[config.mk]
export PLATFORM = sky130hd
export DESIGN_NAME = rx_frame_writer
export DESIGN_NICKNAME = d
export VERILOG_FILES = /design/src/rtl/ds_pkg.sv /design/src/rtl/rc_counter.sv /design/src/rtl/rx_frame_writer.sv
export SDC_FILE = /design/constraint.sdc
export NUM_CORES = 1
export LEC_CHECK = 0
export CORE_MARGIN = 3
export CORE_UTILIZATION = 47
export DETAILED_ROUTE_END_ITERATION = 8
export PLACE_DENSITY = 0.75
export SLEW_MARGIN = 15
export SYNTH_ARGS = -nofsm -noshare
export SYNTH_HDL_FRONTEND = slang
export SYNTH_SLANG_ARGS = --single-unit
[constraint.sdc]
create_clock -name clock -period 2.5 [get_ports clock]
set_input_delay 0.5 -clock clock [delete_from_list [all_inputs] [get_ports clock]]
set_output_delay 0.5 -clock clock [all_outputs]
set_load 0.1 [all_outputs]
[src/rtl/ds_pkg.sv]
// Shared constants for the downsampling processor stages.
// Default frame geometry, receive FSM encoding and frame size helper.
// No logic; imported by the receive, process and transmit stages.
package ds_pkg;

   localparam int DEF_IMG_W      = 256;
   localparam int DEF_IMG_H      = 256;
   localparam int DEF_START_ROWS = 2;

   localparam int FRAME_BYTES = DEF_IMG_W * DEF_IMG_H;

   // Receive FSM encoding, kept as plain constants for legacy tools.
   localparam logic [1:0] RX_IDLE = 2'b00;
   localparam logic [1:0] RX_RECV = 2'b01;
   localparam logic [1:0] RX_DONE = 2'b10;

   function automatic int frame_bytes(input int w, input int h);
      return w * h;
   endfunction

endpackage

[src/rtl/rc_counter.sv]
// Row/column position counter for a W x H raster, row-major order.
// Latency: position advances on the edge where en_i is high; outputs are the current position.
// No backpressure; the caller decides when to advance. Wraps to (0,0) after the last pixel.
module rc_counter #(
   parameter int W = 4,
   parameter int H = 4
) (
   input  logic                 clock_i,
   input  logic                 reset_i,
   input  logic                 en_i,
   output logic [$clog2(H)-1:0] row_o,
   output logic [$clog2(W)-1:0] col_o,
   output logic                 last_o
);

   localparam int RW = $clog2(H);
   localparam int CW = $clog2(W);

   logic [RW-1:0] row_q, row_d;
   logic [CW-1:0] col_q, col_d;
   logic          col_wrap;

   assign col_wrap = (col_q == CW'(W - 1));
   assign last_o   = col_wrap && (row_q == RW'(H - 1));
   assign row_o    = row_q;
   assign col_o    = col_q;

   // Next position: column steps each enable, row steps on column wrap.
   always_comb begin
      row_d = row_q;
      col_d = col_q;
      if (en_i) begin
         if (col_wrap) begin
            col_d = '0;
            row_d = last_o ? '0 : row_q + RW'(1);
         end else begin
            col_d = col_q + CW'(1);
         end
      end
   end

   // Position registers.
   always_ff @(posedge clock_i or posedge reset_i) begin
      if (reset_i) begin
         row_q <= '0;
         col_q <= '0;
      end else begin
         row_q <= row_d;
         col_q <= col_d;
      end
   end

endmodule

[src/rtl/rx_frame_writer.sv]
// Writes received bytes into frame RAM in row-major order and flags progress.
// Latency: 1 clock from accepted rx_valid to mem_we; all outputs registered.
// No stall: one byte per cycle accepted; bytes after frame completion are dropped and flagged.
module rx_frame_writer
   import ds_pkg::*;
#(
   parameter int IMG_W      = DEF_IMG_W,
   parameter int IMG_H      = DEF_IMG_H,
   parameter int START_ROWS = DEF_START_ROWS,
   parameter int ADDR_W     = 16
) (
   input  logic                     clock,
   input  logic                     reset,
   input  logic                     en,
   input  logic                     rx_valid,
   input  logic [7:0]               rx_data,
   output logic                     mem_we,
   output logic [ADDR_W-1:0]        mem_addr,
   output logic [7:0]               mem_wdata,
   output logic [$clog2(IMG_H)-1:0] row,
   output logic [$clog2(IMG_W)-1:0] col,
   output logic                     begin_process,
   output logic                     end_receive,
   output logic                     overflow
);

   localparam int RW    = $clog2(IMG_H);
   localparam int CW    = $clog2(IMG_W);
   localparam int FRAME = frame_bytes(IMG_W, IMG_H);

   localparam logic [ADDR_W-1:0] LAST_ADDR  = ADDR_W'(FRAME - 1);
   localparam logic [ADDR_W-1:0] BEGIN_ADDR = ADDR_W'(START_ROWS * IMG_W - 1);

   logic [1:0]        state_q, state_d;
   logic [ADDR_W-1:0] addr_q, addr_d;
   logic              we_q, we_d;
   logic [ADDR_W-1:0] maddr_q, maddr_d;
   logic [7:0]        wdata_q, wdata_d;
   logic [RW-1:0]     row_q, row_d;
   logic [CW-1:0]     col_q, col_d;
   logic              bp_q, bp_d;
   logic              er_q, er_d;
   logic              ov_q, ov_d;

   logic [RW-1:0]     rc_row;
   logic [CW-1:0]     rc_col;
   logic              rc_last;
   logic              accept;
   logic              last_byte;

   // A byte is taken only while enabled and before the frame is complete.
   assign accept = en && rx_valid && (state_q != RX_DONE);

   // Completion is an address compare against the constant frame end; the
   // raster counter reaches its last pixel on the same byte by construction.
   assign last_byte = (addr_q == LAST_ADDR) && rc_last;

   rc_counter #(
      .W (IMG_W),
      .H (IMG_H)
   ) u_rc (
      .clock_i (clock),
      .reset_i (reset),
      .en_i    (accept),
      .row_o   (rc_row),
      .col_o   (rc_col),
      .last_o  (rc_last)
   );

   // Next-state: write pipeline, address counter, sticky flags and FSM.
   always_comb begin
      state_d = state_q;
      addr_d  = addr_q;
      we_d    = accept;
      maddr_d = maddr_q;
      wdata_d = wdata_q;
      row_d   = row_q;
      col_d   = col_q;
      bp_d    = bp_q;
      er_d    = er_q;
      ov_d    = ov_q;

      if (accept) begin
         maddr_d = addr_q;
         wdata_d = rx_data;
         row_d   = rc_row;
         col_d   = rc_col;
         // Hold at the last address rather than rolling over.
         if (!last_byte) begin
            addr_d = addr_q + ADDR_W'(1);
         end
         if (addr_q == BEGIN_ADDR) begin
            bp_d = 1'b1;
         end
         if (last_byte) begin
            er_d = 1'b1;
         end
      end

      case (state_q)
         RX_IDLE: begin
            if (accept) begin
               state_d = last_byte ? RX_DONE : RX_RECV;
            end
         end
         RX_RECV: begin
            if (accept && last_byte) begin
               state_d = RX_DONE;
            end
         end
         RX_DONE: begin
            // Late bytes are discarded whatever the enable says.
            if (rx_valid) begin
               ov_d = 1'b1;
            end
         end
         default: begin
            state_d = RX_IDLE;
         end
      endcase
   end

   // State and output registers; reset leaves RAM contents untouched.
   always_ff @(posedge clock or posedge reset) begin
      if (reset) begin
         state_q <= RX_IDLE;
         addr_q  <= '0;
         we_q    <= 1'b0;
         maddr_q <= '0;
         wdata_q <= '0;
         row_q   <= '0;
         col_q   <= '0;
         bp_q    <= 1'b0;
         er_q    <= 1'b0;
         ov_q    <= 1'b0;
      end else begin
         state_q <= state_d;
         addr_q  <= addr_d;
         we_q    <= we_d;
         maddr_q <= maddr_d;
         wdata_q <= wdata_d;
         row_q   <= row_d;
         col_q   <= col_d;
         bp_q    <= bp_d;
         er_q    <= er_d;
         ov_q    <= ov_d;
      end
   end

   assign mem_we        = we_q;
   assign mem_addr      = maddr_q;
   assign mem_wdata     = wdata_q;
   assign row           = row_q;
   assign col           = col_q;
   assign begin_process = bp_q;
   assign end_receive   = er_q;
   assign overflow      = ov_q;

endmodule

### After elaboration in Yosys (flattened, before gate mapping)

Cells that the tools add are included.

* flip-flop bits (word level): 78
* input port bits: 12
* output and inout port bits: 44
* word-level logic and storage cells: 44

* $add $sub $neg: 3
* equal/unequal tests: 9
* muxes and demuxes: 6
* bitwise operators: 2
* reduce and logical (&&, ||, !) cells: 12

Operator list (count)
* $add 16x1->16 const B: 1
* $add 8x1->8 const B: 2
* $eq 16x16->1 const B: 1
* $eq 16x9->1 const B: 1
* $eq 8x8->1 const B: 2
* $mux 8: 2
* $reduce_and 2->1: 5
* $mux 2: 3
* $ne 2x2->1 const B: 3
* $pmux 2 s3: 1
* $logic_and 1x1->1: 5
* $reduce_and 3->1: 1
* $eq 2x1->1 const B: 1
* $eq 2x2->1 const B: 1
* $logic_not 2->1: 1
* $not 1->1: 2

### Depth between registers and ports, before layout

* depth after elaboration: 6
* depth in mapped cells: 7
* depth with buffers taken out: 6

### Cells and area by module

From an unflattened synthesis, not the netlist that was laid out.

* cells, all modules: 348
* area total of the unflattened synthesis: 3434.5 µm²

Modules (own cells, without submodules)
* rx_frame_writer: times used 1, cells an instance 266, area an instance 2603.7 µm², seq. area each 1551.5 µm²
* rc_counter: times used 1, cells an instance 82, area an instance 830.8 µm², seq. area each 400.4 µm²

### Worst setup path before layout

No wires, ideal clock.

* path kind: register -> register
* start point: register u_rc.col_q[0] (netlist: u_rc.col_o[0])
* end point: register u_rc.row_q[6] (netlist: u_rc.row_o[6])
* library setup time: 0.125 ns
* arrival: 1.642 ns
* required time: 2.375 ns
* slack: 0.732 ns
* cell stages (with the launch flop): 7
* path buffers: 1
* clock period less this slack: 1.768 ns
* cell sequence: dfrtp_1 ha_1 nand3_1 or3_1 buf_2 or3_4 xnor2_2

* cells in the longest elaborated chain, start to end: 3
* elaborated cells between the ends (all ways): 4
* classes of those cells: 1 x eq/ne; 1 x mux; 2 x reduce/logical

Ends and longest elaborated chain
* start: declaration: line rc_counter.sv:20 `logic [CW-1:0] col_q, col_d;`
* start signal: assignment: line rc_counter.sv:49 `col_q <= col_d;`
* $eq 8x8->1 (*): line rc_counter.sv:23 `assign col_wrap = (col_q == CW'(W - 1));`
* $logic_and 1x1->1: line rc_counter.sv:24 `assign last_o = col_wrap && (row_q == RW'(H - 1));`
* $mux 8: line rc_counter.sv:35 `row_d = last_o ? '0 : row_q + RW'(1);`
* end signal: assignment: line rc_counter.sv:48 `row_q <= row_d;`
* end: declaration: line rc_counter.sv:19 `logic [RW-1:0] row_q, row_d;`

Mark *: on every way between the ends. The rest lies on a longest branch, timed or not.
A chain may end at the register's enable or synchronous reset.

### Worst setup path after layout

* start point: register u_rc.row_q[1] (netlist: u_rc.row_o[1])
* end point: register addr_q[6]

* cells in the longest elaborated chain, start to end: 5

Ends and longest elaborated chain
* $eq 8x8->1: line rc_counter.sv:24
* $logic_and 1x1->1: line rc_counter.sv:24
* $logic_and 1x1->1: line rx_frame_writer.sv:56 `assign last_byte = (addr_q == LAST_ADDR) && rc_last;`
* $not 1->1 (no line)
* $reduce_and 2->1 (no line)
* end signal: assignment: line rx_frame_writer.sv:138 `addr_q <= addr_d;`
* end: declaration: line rx_frame_writer.sv:35 `logic [ADDR_W-1:0] addr_q, addr_d;`

No other way between the ends.

==> flow_summary.yaml <==
worst_setup_path:
  regToRegSetupSlack_ps: 410
  path_delay_family: "simple AND/OR/NAND/NOR gates"
  cp_data_arrival_time_ps: 2380
  crit_buf_inv: 0
  critPathRequiredTime_ps: 2790
  cp-start-kind: "register"
  crit_fanout: 7
  critical_path.cell_chain: "ha_1 > nand4_1 > nor2_1 > nand4_1 > o211ai_1 > o21a_1"
  worst_path_most_repeated_cell: "nand4_1"
  slowest_delay_ps: 450
  crit_type: "reg2reg"
  regToRegStartpoint: "u_rc.row_o[1]"
  crit_slowest_cell: "dfrtp_1"
  critPathLaunch: "u_rc.row_o[1]"
  end_kind: "register"
sta:
  maxSlewHeadroom_pct: 70.87
  final-hold-violation-count: 0
  drv_slew: 0
  max_slew.worst_pin.slew_ps: 435.4
  period_share_pct: 83.46
  fmax_mhz: 479.3
  setup_viol: 0
  post-route-min-period_ps: 2087
  skew_ps: 8.327
  finalSetupTns_ps: 0
  rsz0062_at_grt: "false"
placed_design:
  gp_congestion: 0.7929
  placed_cell_area_um2: 3860
  hpwl_um: 4681
  io_buffers: 55
synth:
  synth.avg_cell_area_um2: 9.644
  netlist.area_leader.share_pct: 59.70
  postSynth.asyncResetShare_pct: 100.0
  synthesis.nets: 354
  ys_top_cells_by_area: "dfrtp_1, nand2_1, xnor2_1"
  synth.largest_area_cell: "dfrtp_1"
  synth_cell_type_count: 37
  ys_seq_elements: 78
  synth_edf_count: 0
  synth_flop_cell: "dfrtp_1"
  syn_area_um2: 3269
  synth_seq_area_share_pct: 59.70
  synthCells: 339
  ys_warn_count: 0
power:
  power.leakage_nw: 2.139
  ir_worst_vdd_uv: 393.5
  p_per_area_nw_per_um2: 615.2
run_status:
  status: "finished clean"
detailed_routing:
  routed_wl_um: 6715
  drcViolationCount: 0
  wl_per_cell_um: 13.87
  top_layer: "met4"
  first_pass_iters: 4
  antenna_left: 0
  met3RoutedLength_um: 349
  viasPerCell: 5.279
  drtIter0Drc: 121
  wl_met1_um: 3125
  wl_met2_um: 3147
  num_vias: 2555
layout:
  area_growth_pct: 25.95
  n_antenna_cell: 0
  stdcell_area_um2: 4118
  fill_cells: 541
  drive_above_1_share_pct: 18.92
  fin_nets: 419
die:
  die_y_um: 89.41
  design.die.area_um2: 7993
  die_x_um: 89.41
  core_um2: 6531
  floorplan.initialDensity_pct: 50.06
  ioPinCount: 56
  rows: 29
clock_tree:
  cts_tree: "built"
  clk_path_buf_depth: 2
  htreeDepth: 3
  cts_resized: 0
  cts_sinks: 78
  ctsRootBufferMaster: "clkbuf_8"
  clk_pin_slew_ps: 80
  hold_buffers: 0
  clk_latency_ps: 350
  cts_setup_buffers: 0
  cts_buffers: 9
flow_run:
  maxCapViolCount: 0
worst_hold_path:
  min-delay-path-class: "in2async"
global_routing:
  gr-usage-all-layers_pct: 18.93
  grt_max_degree: 32
  overflow: 0
  antenna_found_initial: 0
  grt_pass1_vias: 2445
  grt_pass1_wl_um: 11520
[through the flow]
step                      power [mW]  std cells  hold WS, ps  worst slack [ps]  util (%)
after floorplan                1.305        339        454.5             4.969         -
after global placement         1.338        470        460.1             249.2     59.10
after detailed placement       1.338        470        464.6             226.1     59.10
after CTS                      2.554        484        429.6             423.8     63.05
after global routing           2.620        484        431.1             237.4     63.05
final                          2.533        484        429.4             413.5     63.05
[layout make-up]
| cell class | instances | area (µm²) | area share (%) |
|---|---|---|---|
| clock buffers | 10 | 137.6 | 3.342 |
| well taps | 77 | 96.34 | 2.340 |
| inverters | 3 | 12.51 | 0.3039 |
| repair buffers | 67 | 543.0 | 13.19 |
| flip-flops and latches | 78 | 1952 | 47.40 |
| multi-input cells | 245 | 1256 | 30.51 |
| clock inverters | 4 | 120.1 | 2.917 |
[layer usage]
metal  up-vias  track usage, %
li1       1257               -
met1      1216           25.36
met2        73           28.47
met3         9           6.544
met4         0           7.307
met5         -               0
[cells in the mapped netlist (3+ instances only)]
| cell | count |
|---|---|
| o21ai_0 | 8 |
| clkbuf_1 | 11 |
| nor3_1 | 6 |
| and3_1 | 3 |
| dfrtp_1 | 78 |
| inv_1 | 3 |
| nor2_1 | 10 |
| nand4_1 | 19 |
| nand2_1 | 140 |
| a21o_1 | 3 |
| xnor2_1 | 16 |
| ha_1 | 3 |
| nand3_1 | 9 |
[sequential cells by signal, summed over array words and instances, names as in the netlist]
signal	cells
addr_q	16
begin_process	1
col	8
end_receive	1
mem_addr	16
mem_wdata	8
mem_we	1
overflow	1
row	8
state_q	2
u_rc.col_o	8
u_rc.row_o	8
[where the power goes]
part	leakage [nW]	internal (mW)	switching, mW	total, mW
clock	0.128	0.781	0.441	1.22
sequential	1.08	1.26	0.0000000000000000730	1.26
combinational	0.931	0.0210	0.0295	0.0505
total	2.14	2.06	0.471	2.53
[path summary, 6_finish.rpt]
check / endpoint / depth (start not counted)
max: addr_q[6] / 6
min: u_rc.row_o[7] / 2
max reg2reg: addr_q[6] / 6
min reg2reg: mem_wdata[6] / 2
max in group asynchronous: mem_addr[13] / 3
min in group clock: mem_wdata[6] / 2
[layout by cell type, fill, tap and decap left out, types with 2 or more instances in the layout]
master and count:
nand2_1 140, dfrtp_1 78, inv_1 2, clkbuf_8 10, a21oi_1 2, nand3_1 9, xor2_1 2, xnor2_1 16
o21a_1 2, or3_1 2, and3_1 3, nor2_1 10, ha_1 3, o21ai_0 8, nand4_1 19, buf_4 55
clkdlybuf4s50_1 11, bufinv_16 4, a31oi_1 2, nor3_1 6, a21o_1 3, o21bai_1 2
[cell families after synthesis]
family / count (synthesis) / share of synthesized area (%)
and+or+nand+nor: 197 / 26.52
AOI/OAI and AO/OA: 24 / 4.784
adders and majority gates: 3 / 1.148
DFF: 78 / 59.70
buffers and inverters: 16 / 1.875
xor gates and xnor gates: 19 / 5.320
muxes: 2 / 0.6506
Power figures use the tool's default switching activity.
